--- config.mk ---
export PLATFORM = sky130hd
export DESIGN_NAME = dem_switch_seq_gen
export DESIGN_NICKNAME = d
export VERILOG_FILES = /design/src/rtl/lib_switchblock_pkg.sv /design/src/rtl/dem_shape_node.sv /design/src/rtl/dem_switch_seq_gen.sv
export SDC_FILE = /design/constraint.sdc
export NUM_CORES = 1
export LEC_CHECK = 0
export BUFFER_PORTS_ARGS = -buffer_cell sky130_fd_sc_hd__buf_2
export CORE_MARGIN = 2
export CORE_UTILIZATION = 37
export DETAILED_ROUTE_END_ITERATION = 10
export GPL_ROUTABILITY_DRIVEN = 0
export PLACE_DENSITY = 0.67
export SYNTH_ARGS = -nofsm -noshare
export SYNTH_HDL_FRONTEND = slang
export SYNTH_SLANG_ARGS = --single-unit
export TNS_END_PERCENT = 30
--- constraint.sdc ---
create_clock -name clk_i -period 3.6 [get_ports clk_i]
set_clock_uncertainty 0.2 [all_clocks]
set_input_delay 0.18 -clock clk_i [delete_from_list [all_inputs] [get_ports clk_i]]
set_output_delay 0.18 -clock clk_i [all_outputs]
set_load 0.05 [all_outputs]
--- src/rtl/lib_switchblock_pkg.sv ---
// Shared constants and types for the DEM-DAC switching-block tree and its
// sequence generator.
package lib_switchblock_pkg;
   localparam int                  LFSR_LEN = 31;
   localparam logic [LFSR_LEN-1:0] SEED     = 31'h0000_0001;
   localparam int                  TAP_HI   = 30;
   localparam int                  TAP_LO   = 27;
   localparam int                  SEQ_W    = 16;

   typedef logic signed [SEQ_W-1:0] seq_t;
   typedef logic signed [1:0]       acc_t;
endpackage

--- src/rtl/dem_shape_node.sv ---
// One switching node: first-order noise-shaping accumulator and the
// combinational switching-sequence selection that feeds it.
module dem_shape_node
   import lib_switchblock_pkg::*;
#(
   parameter int WIDTH = SEQ_W
) (
   input  logic                    clk_i,
   input  logic                    reset_i,
   input  logic                    adv_i,
   input  logic                    parity_i,
   input  logic                    pn_i,
   output logic signed [WIDTH-1:0] s_o,
   output acc_t                    acc_o
);

   acc_t              acc_q, acc_d;
   acc_t              s_sel;
   logic signed [2:0] sum;

   always_comb begin
      s_sel = '0;
      if (parity_i) begin
         // Drive the accumulator back toward zero; the pn bit breaks the tie.
         if (acc_q > 0)      s_sel = 2'sb11;
         else if (acc_q < 0) s_sel = 2'sb01;
         else                s_sel = pn_i ? 2'sb01 : 2'sb11;
      end
      sum   = {acc_q[1], acc_q} + {s_sel[1], s_sel};
      acc_d = adv_i ? sum[1:0] : acc_q;
   end

   always_ff @(posedge clk_i or posedge reset_i) begin
      if (reset_i) acc_q <= '0;
      else         acc_q <= acc_d;
   end

   assign s_o   = reset_i ? '0 : {{(WIDTH-2){s_sel[1]}}, s_sel};
   assign acc_o = acc_q;

   a_acc_range: assert property (@(posedge clk_i) disable iff (reset_i)
      adv_i |-> (sum >= -3'sd1 && sum <= 3'sd1));

endmodule

--- src/rtl/dem_switch_seq_gen.sv ---
// Per-node pseudorandom swap bits and noise-shaped switching sequences for the
// DEM-DAC tree, from one shared multi-step LFSR.
module dem_switch_seq_gen #(
   parameter int                  WIDTH     = 16,
   parameter int                  NUM_NODES = 7,
   parameter int                  LFSR_LEN  = lib_switchblock_pkg::LFSR_LEN,
   parameter logic [LFSR_LEN-1:0] SEED      = lib_switchblock_pkg::SEED
) (
   input  logic                         clk_i,
   input  logic                         reset_i,
   input  logic                         en_i,
   input  logic                         seed_load_i,
   input  logic [LFSR_LEN-1:0]          seed_i,
   input  logic [NUM_NODES-1:0]         parity_i,
   output logic [NUM_NODES-1:0]         pn_o,
   output logic [NUM_NODES*WIDTH-1:0]   s_o,
   output logic [NUM_NODES*2-1:0]       acc_o
);

   logic [LFSR_LEN-1:0]  lfsr_q, lfsr_d, lfsr_adv;
   logic [NUM_NODES-1:0] pn_q, pn_d, pn_adv;
   logic                 adv;

   assign adv = en_i & ~seed_load_i;

   always_comb begin
      logic [LFSR_LEN-1:0] st;
      st     = lfsr_q;
      pn_adv = '0;
      // NUM_NODES Fibonacci steps per enable; each node takes one feedback bit.
      for (int k = 0; k < NUM_NODES; k++) begin
         pn_adv[k] = st[lib_switchblock_pkg::TAP_HI] ^ st[lib_switchblock_pkg::TAP_LO];
         st        = {st[LFSR_LEN-2:0], pn_adv[k]};
      end
      lfsr_adv = st;

      lfsr_d = lfsr_q;
      pn_d   = pn_q;
      if (seed_load_i) begin
         lfsr_d = (seed_i == '0) ? SEED : seed_i;
      end else if (en_i) begin
         lfsr_d = lfsr_adv;
         pn_d   = pn_adv;
      end
   end

   always_ff @(posedge clk_i or posedge reset_i) begin
      if (reset_i) begin
         lfsr_q <= SEED;
         pn_q   <= '0;
      end else begin
         lfsr_q <= lfsr_d;
         pn_q   <= pn_d;
      end
   end

   assign pn_o = pn_q;

   for (genvar k = 0; k < NUM_NODES; k++) begin : g_node
      dem_shape_node #(
         .WIDTH(WIDTH)
      ) u_node (
         .clk_i   (clk_i),
         .reset_i (reset_i),
         .adv_i   (adv),
         .parity_i(parity_i[k]),
         .pn_i    (pn_q[k]),
         .s_o     (s_o[k*WIDTH +: WIDTH]),
         .acc_o   (acc_o[k*2 +: 2])
      );
   end

   a_lfsr_nonzero: assert property (@(posedge clk_i) disable iff (reset_i)
      lfsr_q != '0);

endmodule

==> impl_metrics.csv, run 1 <==
group,metric,value,unit
run_status,outcome,"completed",
detailed_routing,wl_per_cell,13.06,um
yosys,ys.flop_type,"dfrtp_1",
sta,relSlewSlack,26.32,%
grt,grt_use_met2,25.76,%
worst_setup_path,reg2reg_depth,5,
yosys,synth_area,3525,um^2
grt,grt_pass1_vias,2545,
grt,met3_usage,2.484,%
power_and_ir_drop,peakVddDrop,236.4,uV
yosys,synth-seq-cells,52,
floorplanning,dieWidth,101.6,um
final_layout,diodes,0,
floorplanning,io_pins,175,
yosys,syn_nets,433,
clock_tree,htree_num_levels,2,
grt,grt-ovfl-total,0,
yosys,async_flop_share,100.0,%
sta,holdWs,32.18,ps
clock_tree,clock_latency,300,ps
power_and_ir_drop,p_per_area,716.7,nW/um^2
final_layout,final_cell_mix,"buf_2, dfrtp_1, nand2_1, o21ai_1, dlygate4sd3_1",
grt,gr-usage-met1,19.87,%
final_layout,nets,524,
sta,slew_viol_final,0,
worst_hold_path,holdCritPathClass,"in -> reg",
grt,track_usage,15.10,%
detailed_routing,initialDrtViolationCount,82,
final_layout,drive_above_1_share,39.71,%
detailed_routing,postRouteAntennaNets,0,
final_layout,finish.instance_area,4098,um^2
placement,place_inst,567,
worst_setup_path,worstSetupStartpointType,"flip-flop",
yosys,synth.distinct_cells,29,
grt,grt_start_max_net_pins,64,
sta,rsz0062_at_grt,"no",
worst_setup_path,rrSetupSlack,2140,ps
sta,finalSetupTns,0,ps
yosys,synth_warnings,0,
detailed_routing,drt_pass1_iterations,6,
worst_hold_path,min_to,"g_node[5].u_node.acc_o[0]",
yosys,synthCells,384,
placement,port_buffers,174,
clock_tree,postCtsSetupRepairBufs,0,
worst_setup_path,criticalPathCategory,"reg -> out",
sta,clock.fmax,0.4124,GHz
worst_setup_path,r2r_start,"g_node[5].u_node.acc_o[0]",
worst_setup_path,startpoint,"pn_o[0]",
placement,place_area,3686,um^2
floorplanning,rows,35,
worst_setup_path,rr_endpoint,"g_node[5].u_node.acc_o[1]",
yosys,synth_largest_area_cell,"dfrtp_1",
floorplanning,die_y,101.6,um
placement,dp_hpwl,5611,um
yosys,synth_edf_count,0,
sta,final_hold_viol_count,0,
job,drv_cap,0,
yosys,synth_top_area_share,36.21,%
final_layout,stdcell_count,605,
sta,timing.final.crit_share,67.35,%
detailed_routing,vias,2766,
clock_tree,clkTransAtPathRegs,90,ps
yosys,avgSynthCellArea,9.179,um^2
grt,grt_pass1_wl,12340,um
floorplanning,floorplan.initialDensity,38.14,%
worst_setup_path,cp.required,3220,ps
yosys,yosys-top-cells-area,"dfrtp_1, buf_4, mux2i_1",
yosys,ys_seq_area_share,36.95,%
sta,layout_min_cycle_time,2425,ps
final_layout,area_growth,16.26,%
detailed_routing,drc,0,
worst_setup_path,worstPathMaxFanout,15,
worst_setup_path,end_kind,"output pin",
worst_setup_path,arrival,2040,ps
sta,finalSetupViolCount,0,
worst_hold_path,whs_path_depth,3,
worst_hold_path,hp-start,"parity_i[5]",
detailed_routing,via_per_inst,4.572,
clock_tree,cts_root_buf,"clkbuf_8",
clock_tree,cts_buffer_depth,2,
floorplanning,coreArea,9240,um^2
detailed_routing,routed_wirelength,7904,um
final_layout,final_common_cell,"buf_2",
grt,busiest_layer,"met2",
clock_tree,cts_tree,"built",
sta,tightest_slew,1104,ps
clock_tree,cts_made_buffers,5,
clock_tree,clock-sinks,52,
floorplanning,die-area,10320,um^2
power_and_ir_drop,p_leak,2.318,nW
grt,antenna_found_initial,0,
## power by group
part | leakage (nW) | internal (mW) | switching, mW | total [mW]
Combinational | 1.65 | 0.402 | 1.30 | 1.70
Sequential | 0.610 | 0.717 | 0.114 | 0.831
Clock | 0.0558 | 0.210 | 0.198 | 0.408
## cell type report
type / count / area [um^2]
Tap cell: 129 / 161.4
Timing Repair Buffer: 205 / 1179
Clock buffer: 6 / 72.57
Clock inverter: 2 / 38.79
Fill cell: 908 / 5142
Sequential cell: 52 / 1303
Inverter: 14 / 52.55
Multi-Input combinational cell: 197 / 1291
## repair_timing
action | 4_1_cts | 5_1_grt
hold endpoints to repair | 30 | 0
hold buffers | 30 | 0
gates resized for setup | 0 | 0
## state kept, by name, indices dropped and copies added (netlist names)
| name | count |
|---|---|
| g_node.u_node.acc_o | 14 |
| lfsr_q | 31 |
| pn_o | 7 |
## worst max-delay path: stages, from the launching register on
cell	delay [ps]
dfrtp_1	410
inv_1	60
o21ai_1	70
nor3_1	790
buf_2	410
## routing by layer
layer,wire [um],up-vias
li1,-,1358
met4,103,0
met1,3517,1264
met2,3792,133
met5,0,-
met3,490,11
## synth_stat cells (all sizes together), types with 8 or more instances
cell type and count:
nor2 9, nor4 8, inv 14, buf 114, dfrtp 51, nor2b 10
mux2i 29, nand2 43, a21oi 13, o21ai 45
## logic make-up (layout without fill, tap and decap cells)
logic type	after synthesis	count (layout)	synth area share (%)
simple gates	74	74	9.442
fa+ha+maj	7	7	2.485
buf+inv	135	227	26.73
flops	52	52	36.95
compound gates	73	73	11.86
mux	36	36	10.79
xor+xnor	7	7	1.739
## worst max path at each step
stage	endpoint	slack, ps
CTS	s_o[6]	1090
finish	s_o[14]	1180
global route	s_o[2]	810
detailed placement	s_o[6]	1430
global placement	g_node[0].u_node.acc_o[0]	1490
floorplan	s_o[10]	210
## metrics by stage
stage          worst slack [ps]  utilization [%]  total power, mW
2_1_floorplan             209.1                -            2.393
3_3_place_gp               1486            39.89            2.499
3_5_place_dp               1430            39.89            2.528
4_1_cts                    1093            44.35            2.966
5_1_grt                   807.2            44.35            3.107
6_report                   1175            44.35            2.937
Note: power is estimated with default switching activity, not from simulation.
==> run 2: changes to the inputs <==
Settings changed: ABC_AREA set to 1.
Clock period 3.6 ns to 2.5 ns, I/O delays scaled along.
==> impl_metrics.csv, run 2 <==
group,metric,value,unit
worst_setup_path,cp.required,2170,ps
worst_setup_path,arrival,1890,ps
yosys,async_flop_share,100.0,%
yosys,yosysMostFrequentCell,"buf_4",
yosys,ys_seq_area_share,38.27,%
detailed_routing,wl_per_cell,13.02,um
floorplanning,io_pins,175,
sta,slew_viol_final,0,
yosys,synth_top_area_share,37.50,%
yosys,synth-seq-cells,52,
floorplanning,floorplan.initialDensity,38.65,%
worst_setup_path,worstSetupStartpointType,"primary input",
worst_setup_path,end_kind,"output pin",
final_layout,drive_above_1_share,37.95,%
final_layout,area_growth,20.66,%
clock_tree,cts_root_buf,"clkbuf_8",
yosys,synth.distinct_cells,23,
sta,timing.final.crit_share,88.77,%
detailed_routing,routed_wirelength,8270,um
clock_tree,cts_tree,"built",
yosys,syn_nets,471,
worst_setup_path,criticalPathCategory,"in -> out",
power_and_ir_drop,p_per_area,859.4,nW/um^2
final_layout,final_cell_mix,"buf_2, nand2_1, dfrtp_1, dlygate4sd3_1, inv_1",
final_layout,regMostFlops,"lfsr_q",
final_layout,finish.instance_area,4106,um^2
clock_tree,clock_latency,310,ps
yosys,synth_warnings,0,
placement,place_inst,589,
floorplanning,rows,34,
placement,place_area,3628,um^2
detailed_routing,postRouteAntennaNets,0,
yosys,synth_common_cells,"buf_4, nand2_1, dfrtp_1",
yosys,synth_largest_area_cell,"dfrtp_1",
placement,port_buffers,174,
yosys,synth_area,3403,um^2
clock_tree,htree_num_levels,2,
sta,rsz0062_at_grt,"no",
placement,dp_hpwl,6091,um
sta,finalWorstSetupSlack,280.7,ps
grt,antenna_found_initial,0,
clock_tree,cts_made_buffers,5,
detailed_routing,drc,0,
power_and_ir_drop,p_leak,2.287,nW
clock_tree,cts_buffer_depth,2,
run_status,outcome,"completed",
final_layout,stdcell_count,635,
sta,finalSetupViolCount,0,
detailed_routing,initialDrtViolationCount,96,
grt,grt-ovfl-total,0,
final_layout,fillers,855,
sta,finalSetupTns,0,ps
sta,layout_min_cycle_time,2219,ps
final_layout,largest_reg_flops,31,
final_layout,fin_util,46.63,%
final_layout,diodes,0,
power_and_ir_drop,peakVddDrop,348.4,uV
yosys,synthCells,422,
sta,tightest_slew,640.3,ps
clock_tree,clock-sinks,52,
yosys,yosys-top-cells-area,"dfrtp_1, buf_4, nand2_1",
sta,clock.fmax,0.4506,GHz
job,drv_cap,0,
floorplanning,die-area,9981,um^2
sta,final_hold_viol_count,0,
sta,relSlewSlack,57.08,%
detailed_routing,drt_pass1_iterations,4,
floorplanning,die_y,99.91,um
final_layout,final_common_cell,"buf_2",
floorplanning,dieWidth,99.91,um
grt,grt_pass1_vias,2692,
worst_setup_path,worstPathMaxFanout,15,
clock_tree,clkTransAtPathRegs,100,ps
yosys,ys.flop_type,"dfrtp_1",
final_layout,nets,575,
worst_hold_path,holdCritPathClass,"in -> reg",
placement,dpl_worst_slack,611.8,ps
detailed_routing,vias,2928,
grt,grt_start_max_net_pins,37,
yosys,synth_edf_count,0,
clock_tree,cts_resized,0,
floorplanning,coreArea,8806,um^2
grt,grt_pass1_wl,12990,um
grt,track_usage,16.24,%
yosys,avgSynthCellArea,8.065,um^2
detailed_routing,via_per_inst,4.611,
run 2: logic make-up (layout without fill, tap and decap cells):
| logic type | count (synthesis) | after routing | share of synthesized area (%) |
|---|---|---|---|
| AND/OR/NAND/NOR | 140 | 140 | 16.14 |
| adder cells (fa/ha/maj) | 7 | 7 | 2.573 |
| buffers and inverters | 154 | 259 | 29.15 |
| XOR/XNOR | 10 | 10 | 2.574 |
| AO/OA/AOI/OAI | 59 | 59 | 11.29 |
| flip-flops | 52 | 52 | 38.27 |
run 2: worst paths after layout:
check,start,endpoint,slack [ps],cells past startpoint
max reg2reg,lfsr_q[27],lfsr_q[6],1100,4
min,parity_i[5],g_node[5].u_node.acc_o[0],6,4
max in group asynchronous,reset_i,lfsr_q[0],1110,4
min in group asynchronous,reset_i,pn_o[6],360,3
min reg2reg,lfsr_q[9],lfsr_q[9],320,2
max,reset_i,s_o[103],280,4
run 2: power breakdown:
group | total [mW] | internal [mW] | switching, mW
Sequential | 1.13 | 0.998 | 0.135
Combinational | 1.88 | 0.404 | 1.47
Clock | 0.520 | 0.212 | 0.308
run 2: area by class of cell:
type / instances / area [um^2] / area share [%]
Tap cell: 108 / 135.1 / 3.291
Timing Repair Buffer: 215 / 1274 / 31.02
Multi-Input combinational cell: 216 / 1162 / 28.31
Sequential cell: 52 / 1303 / 31.72
Inverter: 36 / 135.1 / 3.291
Clock inverter: 3 / 28.78 / 0.7008
Clock buffer: 5 / 68.82 / 1.676
run 2: routing by layer:
| metal | vias up | wire length (um) | track usage [%] |
|---|---|---|---|
| met3 | 9 | 532 | 2.925 |
| met1 | 1335 | 3635 | 21.36 |
| met4 | 0 | 79 | 3.793 |
| met2 | 139 | 4023 | 27.96 |
| met5 | - | 0 | 0 |
| li1 | 1445 | - | - |
run 2: metrics by stage:
step / hold slack (ps) / power [mW]
after global routing: 19.80 / 3.716
after floorplan: 47.62 / 2.833
final: 6.182 / 3.529
after detailed placement: 171.2 / 2.988
after CTS: 0.4394 / 3.565
after global placement: 171.8 / 2.965
run 2: repair_timing:
item | CTS | global route
hold buffers | 38 | 0
hold endpoints to repair | 56 | 0
setup buffers | 0 | 0
run 2: critical path, stage by stage:
cell           delay [ps]
dlygate4sd3_1         530
buf_2                 260
nor3_2                590
buf_2                 380
==> run 3: changes to the inputs <==
Settings changed: CORE_ASPECT_RATIO set to 1.4, GPL_ROUTABILITY_DRIVEN 0 to 1, PLACE_DENSITY 0.67 to 0.65.
==> impl_metrics.csv, run 3 (synthesis results as in run 2) <==
group,metric,value,unit
clock_tree,cts_root_buf,"clkbuf_16",
clock_tree,cts_buffer_depth,2,
power_and_ir_drop,finalPower,3.722,mW
grt,antenna_found_initial,0,
clock_tree,htree_num_levels,2,
detailed_routing,postRouteAntennaNets,0,
worst_hold_path,hp-start,"seed_i[3]",
worst_setup_path,criticalPathCategory,"in -> out",
final_layout,area_growth,20.55,%
worst_setup_path,arrival,1850,ps
final_layout,finish.instance_area,4103,um^2
floorplanning,io_pins,175,
worst_setup_path,path_buf_inv,4,
final_layout,regMostFlops,"lfsr_q",
final_layout,final_common_cell,"buf_2",
job,drv_cap,0,
power_and_ir_drop,p_leak,2.284,nW
placement,place_inst,588,
grt,grt_pass1_vias,2678,
placement,gp_congestion,0.8236,
worst_setup_path,path_cells,"dlygate4sd3_1 > buf_2 > nor3_2 > buf_4 > buf_2",
detailed_routing,initialDrtViolationCount,89,
clock_tree,cts_tree,"built",
sta,slew_viol_final,0,
sta,rsz0062_at_grt,"no",
floorplanning,coreArea,8977,um^2
worst_setup_path,startpoint,"reset_i",
power_and_ir_drop,p_per_area,907.3,nW/um^2
floorplanning,dieWidth,85.06,um
final_layout,fillers,869,
placement,place_area,3640,um^2
final_layout,drive_above_1_share,38.46,%
final_layout,seqCellArea,1303,um^2
sta,holdWs,8.832,ps
clock_tree,cts_made_buffers,5,
clock_tree,clock-sinks,52,
worst_setup_path,path_common_cell,"buf_2",
sta,layout_min_cycle_time,2171,ps
detailed_routing,vias,2923,
clock_tree,postCtsSetupRepairBufs,0,
worst_setup_path,path_delay_family,"buffers and inverters",
sta,relSlewSlack,60.90,%
worst_hold_path,holdCritPathClass,"in -> reg",
worst_setup_path,crit_path_top_delay_cell,"dlygate4sd3_1",
floorplanning,rows,41,
detailed_routing,wl_per_cell,13.52,um
grt,grt_start_max_net_pins,37,
clock_tree,clock_latency,290,ps
sta,final_hold_viol_count,0,
detailed_routing,routed_wirelength,8479,um
detailed_routing,via_per_inst,4.662,
final_layout,diodes,0,
floorplanning,die_y,117.5,um
sta,tightest_slew,585.6,ps
sta,finalSetupViolCount,0,
floorplanning,die-area,9992,um^2
placement,dp_hpwl,6212,um
grt,grt_pass1_wl,13430,um
grt,track_usage,16.61,%
worst_setup_path,worstSetupStartpointType,"primary input",
sta,timing.final.crit_share,86.85,%
run_status,outcome,"completed",
final_layout,largest_reg_flops,31,
final_layout,multi_input_area,1162,um^2
floorplanning,floorplan.initialDensity,37.91,%
grt,grt-ovfl-total,0,
power_and_ir_drop,peakVddDrop,497.1,uV
worst_setup_path,end_kind,"output pin",
worst_setup_path,cp.required,2170,ps
worst_setup_path,slowest_delay,530,ps
worst_setup_path,worstPathMaxFanout,15,
worst_setup_path,r2r_start,"lfsr_q[24]",
final_layout,final_cell_mix,"buf_2, nand2_1, dfrtp_1, inv_1, dlygate4sd3_1",
final_layout,fin_util,45.70,%
placement,port_buffers,174,
clock_tree,clkTransAtPathRegs,70,ps
sta,clock.fmax,0.4605,GHz
detailed_routing,drt_pass1_iterations,4,
detailed_routing,drc,0,
final_layout,nets,568,
final_layout,stdcell_count,627,
run 3: power breakdown:
group / leakage (nW) / switching [mW] / total (mW) / internal (mW)
clock: 0.0719 / 0.340 / 0.720 / 0.381
sequential: 0.621 / 0.143 / 1.14 / 0.999
combinational: 1.59 / 1.46 / 1.86 / 0.400
total: 2.28 / 1.94 / 3.72 / 1.78
run 3: worst paths after layout:
path / end / slack, ps / cells past startpoint
worst max-delay path: s_o[102] / 330 / 5
worst min-delay path: lfsr_q[3] / 9 / 5
worst max register to register: lfsr_q[3] / 1190 / 4
worst min register to register: lfsr_q[9] / 310 / 2
max in group asynchronous: lfsr_q[0] / 1040 / 4
min in group asynchronous: pn_o[4] / 450 / 3
run 3: area by class of cell:
cell class              count  area share, %
inverters                  36          3.294
multi-input cells         216          28.33
clock buffers               5          3.050
repair buffers            208          29.64
clock inverters             3         0.6709
well taps                 107          3.263
flip-flops and latches     52          31.75
run 3: repair_timing:
| item | 4_1_cts | 5_1_grt |
|---|---|---|
| resized for setup | 0 | 0 |
| endpoints found under the hold margin | 53 | 0 |
| hold buffers | 31 | 0 |
run 3: layer usage:
layer / GRT usage (%) / part of all wire (%) / vias up
li1: - / - / 1438
met1: 19.95 / 41 / 1334
met2: 30.18 / 51 / 142
met3: 3.086 / 7.6 / 9
met4: 3.869 / 1.2 / 0
met5: 0 / 0 / -
run 3: worst min-delay path, cell delays in order:
cell     delay [ps]
buf_2            90
nand2_1          50
o21ai_0          80
nand2_1          50
o21ai_0          70
run 3: through the flow:
stage | worst slack, ps | TNS [ps]
2_1_floorplan | -55.88 | -3129
3_3_place_gp | 655.2 | 0
3_5_place_dp | 519.1 | 0
4_1_cts | 321.2 | 0
5_1_grt | 186.9 | 0
6_report | 328.6 | 0
